File: src/rtl/regfile_dump_reader_if.sv
// Stream/bus bundle between the dump reader, the register file it reads and its consumer.
// master is the reader's view; slave is the register file plus consumer side.
interface regfile_dump_reader_if #(
    parameter int WIDTH      = 32,
    parameter int ADDR_WIDTH = 5
);
    logic                  start;
    logic                  abort;
    logic [ADDR_WIDTH-1:0] rd_addr;
    logic [WIDTH-1:0]      rd_data;
    logic [WIDTH-1:0]      out_data;
    logic [ADDR_WIDTH-1:0] out_addr;
    logic                  out_valid;
    logic                  out_ready;
    logic                  busy;
    logic                  done;

    modport master (
        input  start,
        input  abort,
        output rd_addr,
        input  rd_data,
        output out_data,
        output out_addr,
        output out_valid,
        input  out_ready,
        output busy,
        output done
    );

    modport slave (
        output start,
        output abort,
        input  rd_addr,
        output rd_data,
        input  out_data,
        input  out_addr,
        input  out_valid,
        output out_ready,
        input  busy,
        input  done
    );
endinterface

File: src/rtl/regfile_dump_reader.sv
// Walks register-file addresses 0..DEPTH-1 on a start pulse and presents each
// captured word with its address on a valid/ready stream.
module regfile_dump_reader #(
    parameter int WIDTH      = 32,
    parameter int DEPTH      = 32,
    parameter int ADDR_WIDTH = 5
) (
    input  logic                 clk,
    input  logic                 reset_n,
    regfile_dump_reader_if.master bus
);

    typedef enum logic [1:0] {
        S_IDLE,
        S_FETCH,
        S_PRESENT,
        S_DONE
    } state_t;

    localparam logic [ADDR_WIDTH-1:0] LAST_ADDR = ADDR_WIDTH'(DEPTH - 1);

    state_t                r_state;
    logic [ADDR_WIDTH-1:0] r_addr;
    logic [WIDTH-1:0]      r_out_data;
    logic [ADDR_WIDTH-1:0] r_out_addr;
    logic                  r_out_valid;
    logic                  r_busy;
    logic                  r_done;

    logic                  w_accept;
    logic                  w_last;

    assign w_accept = r_out_valid && bus.out_ready;
    assign w_last   = (r_addr == LAST_ADDR);

    // NOTE: all state uses non-blocking assignments so every register samples
    // the pre-edge values of its peers; the reset branch clears the captured
    // word too, since it is a visible output with a defined reset value.
    always_ff @(posedge clk) begin
        if (!reset_n) begin
            r_state     <= S_IDLE;
            r_addr      <= '0;
            r_out_data  <= '0;
            r_out_addr  <= '0;
            r_out_valid <= 1'b0;
            r_busy      <= 1'b0;
            r_done      <= 1'b0;
        end else if (r_state != S_IDLE && bus.abort) begin
            // Cancel keeps the last presented word but drops the stream.
            r_state     <= S_IDLE;
            r_addr      <= '0;
            r_out_valid <= 1'b0;
            r_busy      <= 1'b0;
            r_done      <= 1'b0;
        end else begin
            case (r_state)
                S_IDLE: begin
                    if (bus.start && !bus.abort) begin
                        r_addr  <= '0;
                        r_busy  <= 1'b1;
                        r_state <= S_FETCH;
                    end
                end

                S_FETCH: begin
                    r_out_data  <= bus.rd_data;
                    r_out_addr  <= r_addr;
                    r_out_valid <= 1'b1;
                    r_state     <= S_PRESENT;
                end

                S_PRESENT: begin
                    if (w_accept) begin
                        r_out_valid <= 1'b0;
                        if (w_last) begin
                            r_done  <= 1'b1;
                            r_state <= S_DONE;
                        end else begin
                            r_addr  <= r_addr + 1'b1;
                            r_state <= S_FETCH;
                        end
                    end
                end

                S_DONE: begin
                    r_done  <= 1'b0;
                    r_busy  <= 1'b0;
                    r_addr  <= '0;
                    r_state <= S_IDLE;
                end

                default: begin
                    r_state <= S_IDLE;
                end
            endcase
        end
    end

    assign bus.rd_addr   = r_addr;
    assign bus.out_data  = r_out_data;
    assign bus.out_addr  = r_out_addr;
    assign bus.out_valid = r_out_valid;
    assign bus.busy      = r_busy;
    assign bus.done      = r_done;

endmodule
File: src/flat_wrapper.sv
// flat-port wrapper written by rule: the top's interface ports become plain ports
module regfile_dump_reader_flat 
#(
    parameter int WIDTH      = 32,
    parameter int DEPTH      = 32,
    parameter int ADDR_WIDTH = 5
)
  (clk, reset_n, bus_start, bus_abort, bus_rd_addr, bus_rd_data, bus_out_data, bus_out_addr, bus_out_valid, bus_out_ready, bus_busy, bus_done);
  regfile_dump_reader_if #(.WIDTH(WIDTH), .ADDR_WIDTH(ADDR_WIDTH)) bus_i ();
  input  logic clk;
  input  logic reset_n;
  input wire logic [$bits(bus_i.start)-1:0] bus_start;
  input wire logic [$bits(bus_i.abort)-1:0] bus_abort;
  output wire logic [$bits(bus_i.rd_addr)-1:0] bus_rd_addr;
  input wire logic [$bits(bus_i.rd_data)-1:0] bus_rd_data;
  output wire logic [$bits(bus_i.out_data)-1:0] bus_out_data;
  output wire logic [$bits(bus_i.out_addr)-1:0] bus_out_addr;
  output wire logic [$bits(bus_i.out_valid)-1:0] bus_out_valid;
  input wire logic [$bits(bus_i.out_ready)-1:0] bus_out_ready;
  output wire logic [$bits(bus_i.busy)-1:0] bus_busy;
  output wire logic [$bits(bus_i.done)-1:0] bus_done;
  assign bus_i.start = bus_start;
  assign bus_i.abort = bus_abort;
  assign bus_rd_addr = bus_i.rd_addr;
  assign bus_i.rd_data = bus_rd_data;
  assign bus_out_data = bus_i.out_data;
  assign bus_out_addr = bus_i.out_addr;
  assign bus_out_valid = bus_i.out_valid;
  assign bus_i.out_ready = bus_out_ready;
  assign bus_busy = bus_i.busy;
  assign bus_done = bus_i.done;
  regfile_dump_reader #(.WIDTH(WIDTH), .DEPTH(DEPTH), .ADDR_WIDTH(ADDR_WIDTH)) u_core (.clk(clk), .reset_n(reset_n), .bus(bus_i));
endmodule
File: config.mk
export PLATFORM = sky130hd
export DESIGN_NAME = regfile_dump_reader_flat
export DESIGN_NICKNAME = d
export VERILOG_FILES = /design/src/rtl/regfile_dump_reader_if.sv /design/src/rtl/regfile_dump_reader.sv /design/src/flat_wrapper.sv
export SDC_FILE = /design/constraint.sdc
export NUM_CORES = 1
export LEC_CHECK = 0
export BUFFER_PORTS_ARGS = -buffer_cell sky130_fd_sc_hd__buf_2
export CORE_ASPECT_RATIO = 1.5
export CORE_UTILIZATION = 30
export CTS_CLUSTER_DIAMETER = 120
export DETAILED_ROUTE_END_ITERATION = 12
export PLACE_DENSITY_LB_ADDON = 0.25
export SYNTH_ARGS = -nofsm -noshare
export SYNTH_HDL_FRONTEND = slang
export SYNTH_SLANG_ARGS = --single-unit
File: constraint.sdc
create_clock -name clk -period 2.33 [get_ports clk]
set_input_delay 0.3495 -clock clk [delete_from_list [all_inputs] [get_ports clk]]
set_output_delay 0.3495 -clock clk [all_outputs]
set_load 0.02 [all_outputs]
==> results of run 1 <==
-- metal layers --
metal,global-route usage,share of wire,up-vias,wire (um)
li1,-,-,893,-
met4,0.0491,0.011,0,51
met3,0.0305,0.051,4,225
met1,0.159,0.44,778,1940
met5,0,0,-,0
met2,0.226,0.50,44,2230
-- report_power, final --
part	total [mW]	internal (mW)	switching (mW)
Sequential	0.832	0.818	0.0133
Clock	0.477	0.210	0.267
Combinational	0.139	0.0618	0.0777
Total	1.45	1.09	0.358
-- worst max-delay path, cell delays in order, from the launching register on --
cell and delay, ps:
dfxtp_1 370, ha_1 240, and3_1 190, ha_1 180, and3b_1 340, nand4_1 160
a21boi_0 190, o22ai_1 100
-- how the worst min path moves through the flow --
stage | endpoint | slack (ps) | cells after the start
4_1_cts | u_core.bus.out_data[16]$_SDFFE_PN0P_ | 270 | 3
5_1_grt | u_core.bus.out_data[24]$_SDFFE_PN0P_ | 260 | 3
3_5_place_dp | u_core.bus.out_data[11]$_SDFFE_PN0P_ | 440 | 2
3_3_place_gp | u_core.bus.out_data[16]$_SDFFE_PN0P_ | 440 | 2
2_1_floorplan | u_core.bus.out_data[0]$_SDFFE_PN0P_ | 480 | 2
6_report | u_core.bus.out_data[27]$_SDFFE_PN0P_ | 280 | 3
-- cells in the mapped netlist (all sizes together) --
cell	count
nand3	2
a211oi	2
inv	1
buf	11
a41oi	1
nand4	4
o21a	1
and3	1
and3b	1
dfxtp	47
o21ai	6
a21oi	4
or3	1
nand2b	4
nor2	8
o22ai	2
ha	2
nand2	79
a22oi	1
nor3b	2
a21boi	39
or2	1
clkbuf	4
-- stage by stage --
stage	setup WS, ps	hold WS, ps	area (um2)	util
5_1_grt	239	262	2450	0.396
3_5_place_dp	486	442	2360	0.383
4_1_cts	471	271	2450	0.396
2_1_floorplan	503	484	1940	-
3_3_place_gp	500	437	2360	0.383
6_report	452	282	2450	0.396
-- cells by family after synthesis --
group           after synthesis
fa+ha+maj                     2
simple gates                103
buf+inv                      16
flops                        47
compound gates               56
-- final cells by class --
cell class              count  area [um2]
fillers                   655        3730
inverters                   1        3.75
clock inverters             2        12.5
repair buffers             84         428
well taps                  74        92.6
flip-flops and latches     47         941
multi-input cells         161         897
clock buffers               6        72.6
-- sequential cells by signal, indices dropped and copies added, names as in the netlist --
register and count:
u_core.bus.out_addr 5, u_core.bus.out_valid 1, u_core.bus.rd_addr 5, u_core.bus.out_data 32
u_core.bus.busy 1, u_core.bus.done 1, u_core.r_state 2
==> metrics.txt, run 1 <==
Die Height=101 um; first-pass GRT wire length=about 6.9 mm; DIE WIDTH=roughly 68 um; Yosys cell types=32; Simple-Gate Fraction of Synth Area=0.241; Final period util=0.806; final max-slew violation count=0; CP startpoint kind=register; Mapped Nets=263; detailed-route vias per instance=about 4.6; Die ar.=6810 um2; CTS sink cnt=47; min cycle time layout=around 1900 ps; Initial Util=0.314; Max-slew headroom=0.689; #FFs+latches synth=47; Max Cap Viol=0; RSZ-0062 raised after global routing=false; Avg Cell Area, Syn=8.67 um2; worst vdd ir=0.000338 V; worst-path maximum fanout=6; xor and xnor fraction of the mapped netlist area=0; Min-Delay Path Class=input port to register; PortBufs=81; placed cells=367; Final setup violation count=0; R2R Setup Slk=450 ps; Worst setup endpoint=u_core.bus.rd_addr[3]$_SDFFE_PP0P_; Num CTS Buffers=5; antenna violations before repair=0; pin count of the biggest net entering global routing=38; post-cts gate resize count=0; Clock Latency Late Sink=around 290 ps; Pwr Density=around 590 nW/um2; clock root buffer=clkbuf_8; postcts setup bufs=0; share of post-route cells with drive strength above 1=0.326; CTS tree=yes; status=finished, final reports clean; GRT Total Usage=0.133; Synth top area share=0.485; I/O Pins=82; Setup Crit Path Kind=register to register; area fraction in compound gates after synthesis=0.208; worst setup path startpoint=u_core.bus.rd_addr[0]$_SDFFE_PP0P_; post-synthesis cell count=224; number of global-route vias before repair=1508; Worst Tran Pin Value=about 470 ps; drt first pass iters=4; crit end category=register; Leak Pwr=1.07 nW; setup_tns=0 ps; commonest non-fill, non-tap cells in the layout=81 x buf_2, 79 x nand2_1, 47 x dfxtp_1; DRT antenna net count=0; Syn. warnings=0; gpl congestion=0.719; Achievable Freq=0.532 GHz; Required @ worst endpoint=2510 ps; H-Tree Level Count=2; register area share after synthesis=0.485; wire per inst=11.9 um; Mapped Area=1940 um2; post-synthesis mux area share=0; clock slew at reported path FFs=around 90 ps; area leader, netlist=dfxtp_1; CTS Hold Bufs=0; Clock Path Buffers=2; ranking of synthesized cells by area=dfxtp_1 48%, nand2_1 15%, a21boi_1 12%; commonest non-fill, non-tap cell in the layout=buf_2; antenna diode count=0; total gr overflow=0; Worst Min Path Start=bus_rd_data[27]; area delta synth->final=26.0%; Worst Reg-to-Reg Cells=7; Post-Synth Adder-Cell Area=0.0129; largest family of logic cells by synthesized area=simple AND/OR/NAND/NOR gates; Total Wirelength=~4.5 mm; Core Area=roughly 6200 um2; Layout Cells excl Fill=375; number of hold violations in the final report=0; placed wire-length estimate=3.09 mm; DR vias=1719; clock skew=7.11 ps; RR Startpoint=u_core.bus.rd_addr[0]$_SDFFE_PP0P_; nets=339; Power Total=1.45 mW; FP Rows=35; Crit Reg-Reg Endpoint=u_core.bus.rd_addr[3]$_SDFFE_PP0P_; DRC=0; Iteration-0 DRC Markers=57; Critical Path AT=2060 ps
No activity file was read; power rests on OpenSTA's default activity.
==> run 2, diff against run 1 <==
==> constraint.sdc (replaced) <==
create_clock -name clk -period 1.75 [get_ports clk]
set_input_delay 0.2625 -clock clk [delete_from_list [all_inputs] [get_ports clk]]
set_output_delay 0.2625 -clock clk [all_outputs]
set_load 0.02 [all_outputs]
==> run 2 against run 1 <==
Net effect: global-route usage is 0.28 points higher; worst setup slack worse by 330 ps; sequential cell count stayed put; critical path depth stayed put; register-to-register slack worse by 330 ps; sequential power is 32% higher; die area stayed put; wire length is 1.2% higher; first-iteration DRC count is 49% higher; non-clock buffer count is 6 higher; largest cell class unchanged.
==> metrics.txt, run 2 (synthesis results as in run 1) <==
Die Height=101 um (unchanged); share of post-route cells with drive strength above 1=0.348 (+0.0220); clock slew at reported path FFs=80 ps (about the same); Achievable Freq=0.614 GHz (+15%); status=finished, final reports clean; Core Area=6170 um2 (unchanged); RSZ-0062 raised after global routing=true; placed cell area=2410 um2 (+2.0%); Clock Latency Late Sink=280 ps (about the same); Post-Layout Inst Area=2490 um2 (+1.6%); I/O Pins=82 (unchanged); Max-slew headroom=0.699 (+0.0104); PortBufs=81 (unchanged); Pwr Density=759 nW/um2 (+28%); worst vdd ir=0.000381 V (+13%); antenna diode count=0 (unchanged); GRT Total Usage=0.136 (+0.00275); Die ar.=6810 um2 (unchanged); Largest register FFs=32 (unchanged); worst-path maximum fanout=5 (-1); post-cts gate resize count=0 (unchanged); detailed-route vias per instance=4.60 (+0.44%); Initial Util=0.314 (unchanged); first-pass GRT wire length=7.03 mm (+1.8%); hold slack=207 ps (-74.8 ps); crit end category=register; number of hold violations in the final report=0 (unchanged); Required @ worst endpoint=1970 ps (-540 ps); pin count of the biggest net entering global routing=38 (unchanged); setup_tns=0 ps (unchanged); DRT antenna net count=0 (unchanged); CTS Hold Bufs=0 (unchanged); Setup Crit Path Kind=register to register; FILL cells=670 (+2.3%); Critical Path AT=1850 ps (-210 ps); Final setup violation count=0 (unchanged); nets=345 (+1.8%); antenna violations before repair=0 (unchanged); area delta synth->final=28.0%; postcts setup bufs=0 (unchanged); CTS sink cnt=47 (unchanged); Iteration-0 DRC Markers=85 (+49%); gpl congestion=0.737 (+2.6%); wire per inst=11.9 um (+0.17%); Total Wirelength=4.51 mm (+1.2%); Worst Tran Pin Value=450 ps (-15.5 ps); CP startpoint kind=register; commonest non-fill, non-tap cell in the layout=buf_2; FP Rows=35 (unchanged); fin util=0.403 (+0.00628); Power Total=1.89 mW (+30%); Final period util=0.930 (+0.124); DIE WIDTH=67.7 um (unchanged); clock skew=2.97 ps (-4.14 ps); Leak Pwr=1.10 nW (+2.4%); DRC=0 (unchanged); Clock Path Buffers=2 (unchanged); DR vias=1745 (+1.5%); Min-Delay Path Class=input port to register; H-Tree Level Count=2 (unchanged); drt first pass iters=4 (unchanged); min cycle time layout=1630 ps (-250 ps); number of global-route vias before repair=1472 (-2.4%); Max Cap Viol=0 (unchanged); clock root buffer=clkbuf_8; CTS tree=yes; final max-slew violation count=0 (unchanged); total gr overflow=0 (unchanged); placed wire-length estimate=3.24 mm (+5.0%); Num CTS Buffers=5 (unchanged); commonest non-fill, non-tap cells in the layout=81 x buf_2, 79 x nand2_1, 45 x dfxtp_1
[run 2: worst max-delay path, stage by stage, from the launching register on]
cell and delay, ps:
dfxtp_2 330, ha_2 180, and3_1 160, ha_1 160
and3b_2 250, o22ai_2 260, nand4_1 130, o21ai_1 90
[run 2: path summary, 6_finish.rpt]
path / cells after the start / from / slack, ps / endpoint
setup / recovery: 7 / u_core.bus.rd_addr[0]$_SDFFE_PP0P_ / 120 / u_core.bus.rd_addr[1]$_SDFFE_PP0P_
hold / removal: 3 / bus_rd_data[23] / 210 / u_core.bus.out_data[23]$_SDFFE_PN0P_
hold reg to reg: 2 / u_core.bus.out_data[23]$_SDFFE_PN0P_ / 450 / u_core.bus.out_data[23]$_SDFFE_PN0P_
setup reg to reg: 7 / u_core.bus.rd_addr[0]$_SDFFE_PP0P_ / 120 / u_core.bus.rd_addr[1]$_SDFFE_PP0P_
[run 2: power by group]
part / switching, mW / total [mW] / internal (mW)
Clock: 0.322 / 0.589 / 0.267
Sequential: 0.0151 / 1.10 / 1.09
Combinational: 0.108 / 0.195 / 0.0871
Total: 0.445 / 1.89 / 1.44
[run 2: stage by stage]
step | setup WS [ps] | std cells
global placement | 47.9 | 373
detailed placement | 43.1 | 373
floorplan | 21.7 | 224
finish | 122 | 379
global route | -8.99 | 379
CTS | 33.7 | 379
[run 2: metal layers]
layer / global-route usage / share of wire / vias to the layer above
met5: 0 / 0 / -
met4: 0.0442 / 0.011 / 0
met3: 0.0328 / 0.043 / 4
met2: 0.231 / 0.53 / 36
met1: 0.163 / 0.41 / 801
li1: - / - / 904
[run 2: area by class of cell]
cell class | instances | area, um2 | area share
timing repair buffer | 90 | 473 | 0.190
inverter | 1 | 3.75 | 0.00151
clock buffer | 6 | 72.6 | 0.0292
sequential | 47 | 943 | 0.379
tap | 74 | 92.6 | 0.0372
multi-input combinational | 161 | 901 | 0.362
==> run 3, diff against run 2 <==
--- a/config.mk
+++ b/config.mk
@@ -7,10 +7,11 @@
 export LEC_CHECK = 0
 export BUFFER_PORTS_ARGS = -buffer_cell sky130_fd_sc_hd__buf_2
 export CORE_ASPECT_RATIO = 1.5
-export CORE_UTILIZATION = 30
+export CORE_UTILIZATION = 47
 export CTS_CLUSTER_DIAMETER = 120
 export DETAILED_ROUTE_END_ITERATION = 12
 export PLACE_DENSITY_LB_ADDON = 0.25
+export REMOVE_ABC_BUFFERS = 1
 export SYNTH_ARGS = -nofsm -noshare
 export SYNTH_HDL_FRONTEND = slang
 export SYNTH_SLANG_ARGS = --single-unit
==> run 3 against run 2 <==
Net effect: final area down 1.0%; cell count down 7.1%; non-clock buffer count up 2; combinational power barely moved; die area fell by 35%; first-iteration DRC count decreased by 67%; count of clock-buffer cells in the layout unchanged; hold slack got worse by 5.0 ps; critical path type unchanged; critical endpoint is now u_core.bus.rd_addr[3]$_SDFFE_PP0P_; largest cell class unchanged; largest power group unchanged.
==> metrics.txt, run 3 (synthesis results as in run 1) <==
Critical Path, Cell by Cell=ha_1, and3_1, ha_1, and3b_2, nand4_1, a21boi_1, o22ai_1; Core Area=3960 um2 (-36%); clock slew at reported path FFs=80 ps (about the same); DRT antenna net count=0 (unchanged); Worst Tran Pin Value=445 ps (-4.81 ps); placed wire-length estimate=3.06 mm (-5.5%); number of global-route vias before repair=1481 (+0.61%); Achievable Freq=0.602 GHz (-2.0%); final max-slew violation count=0 (unchanged); Internal=1.44 mW (about the same); net switching power=0.435 mW (-2.2%); setup_tns=0 ps (unchanged); nets=347 (+0.58%); Critical Path AT=1840 ps (about the same); Initial Util=0.491 (+0.176); drt first pass iters=4 (unchanged); CP startpoint kind=register; Crit-path slowest cell=dfxtp_2; RSZ-0062 raised after global routing=false; Die ar.=4400 um2 (-35%); cell mode on critical path=ha_1; worst-path maximum fanout=5 (unchanged); placed cell area=2380 um2 (-1.3%); I/O Pins=82 (unchanged); Reg power frac=0.588 (+0.003); Clock Latency Late Sink=290 ps (about the same); detailed-route vias per instance=4.96 (+7.8%); Post-Layout Inst Area=2460 um2 (-1.0%); Leak Pwr=1.11 nW (+1.3%); H-Tree Level Count=2 (unchanged); Required @ worst endpoint=1930 ps (-40 ps); PortBufs=81 (unchanged); total gr overflow=0 (unchanged); area delta synth->final=26.7%; Setup Crit Path Kind=register to register; DRC=0 (unchanged); Pwr Density=763 nW/um2 (+0.50%); FP Rows=28 (-20%); CP peak stage delay=320 ps (about the same); number of hold violations in the final report=0 (unchanged); Iteration-0 DRC Markers=28 (-67%); DR vias=1747 (+0.11%); commonest non-fill, non-tap cells in the layout=81 x buf_2, 79 x nand2_1, 46 x dfxtp_1; clock skew=3.10 ps (+0.135 ps); GRT Total Usage=0.197 (+0.0612); DIE WIDTH=54.5 um (-20%); status=finished, final reports clean; Final period util=0.950 (+0.0191); Max Cap Viol=0 (unchanged); gpl congestion=0.767 (+3.9%); crit end category=register; wire per inst=12.0 um (+0.65%); Worst Path Buf+Inv=0 (unchanged); clock root buffer=clkbuf_8; Num CTS Buffers=5 (unchanged); Total Wirelength=4.21 mm (-6.5%); antenna diode count=0 (unchanged); hold slack=202 ps (-4.96 ps); antenna violations before repair=0 (unchanged); first-pass GRT wire length=6.38 mm (-9.2%); share of post-route cells with drive strength above 1=0.345 (-0.00226); pin count of the biggest net entering global routing=38 (unchanged); CTS Hold Bufs=0 (unchanged); net switching fraction of the power=0.232 (-0.00395); clock network fraction of total power=0.309 (-0.003); top cell family by delay on the critical path=simple AND/OR/NAND/NOR gates; min cycle time layout=1660 ps (+33.5 ps); Gate power share=0.103 (about the same); Max-slew headroom=0.703 (+0.00321); Clock Path Buffers=2 (unchanged); CTS sink cnt=47 (unchanged); Die Height=80.7 um (-20%); commonest non-fill, non-tap cell in the layout=buf_2; Final setup violation count=0 (unchanged); placed cells=345 (-7.5%); Layout Cells excl Fill=352 (-7.1%); Largest register FFs=32 (unchanged); CTS tree=yes; R2R Setup Slk=90 ps (-30 ps); worst vdd ir=0.000579 V (+52%); Min-Delay Path Class=input port to register
-- run 3: metrics by stage --
stage                     worst slack [ps]  total power, mW  utilization
after global routing                  13.9             1.97        0.622
final                                 88.2             1.88        0.622
after CTS                             12.3             1.91        0.619
after detailed placement             -17.1             1.32        0.601
after global placement                59.2             1.32        0.601
after floorplan                      -61.5             1.22            -
-- run 3: final cells by class --
cell class / count / area, um2
well taps: 45 / 56.3
fillers: 388 / 1500
clock buffers: 6 / 72.6
multi-input cells: 161 / 898
flip-flops and latches: 47 / 942
inverters: 1 / 3.75
repair buffers: 92 / 488
-- run 3: repair_timing --
action / 4_1_cts / 5_1_grt
resized for setup: 1 / 2
gates cloned: 0 / 0
pin swaps: 0 / 3
setup endpoints to repair: 1 / 1
buffers inserted: 0 / 1
-- run 3: layer usage --
| layer | vias up | wire length (um) | global-route usage |
|---|---|---|---|
| li1 | 905 | - | - |
| met1 | 793 | 1750 | 0.212 |
| met2 | 44 | 2230 | 0.355 |
| met3 | 5 | 173 | 0.0455 |
| met4 | 0 | 56 | 0.0744 |
| met5 | - | 0 | 0 |
-- run 3: power groups by stage --
stage / clock [mW] / sequential [mW] / combinational (mW)
after floorplan: 0 / 1.15 / 0.0710
after global placement: 0 / 1.13 / 0.191
after detailed placement: 0 / 1.13 / 0.194
after CTS: 0.610 / 1.11 / 0.194
after global routing: 0.653 / 1.11 / 0.213
final: 0.580 / 1.11 / 0.194
-- run 3: path summary, 6_finish.rpt --
kind / from / endpoint / depth (start not counted)
hold / removal: bus_rd_data[0] / u_core.bus.out_data[0]$_SDFFE_PN0P_ / 3
setup / recovery: u_core.bus.rd_addr[0]$_SDFFE_PP0P_ / u_core.bus.rd_addr[3]$_SDFFE_PP0P_ / 7
hold reg to reg: u_core.bus.out_data[9]$_SDFFE_PN0P_ / u_core.bus.out_data[9]$_SDFFE_PN0P_ / 2
setup reg to reg: u_core.bus.rd_addr[0]$_SDFFE_PP0P_ / u_core.bus.rd_addr[3]$_SDFFE_PP0P_ / 7
-- run 3: worst min-delay path: stages --
cell and delay [ps]:
buf_2 90, nand2_1 40, a21boi_1 50
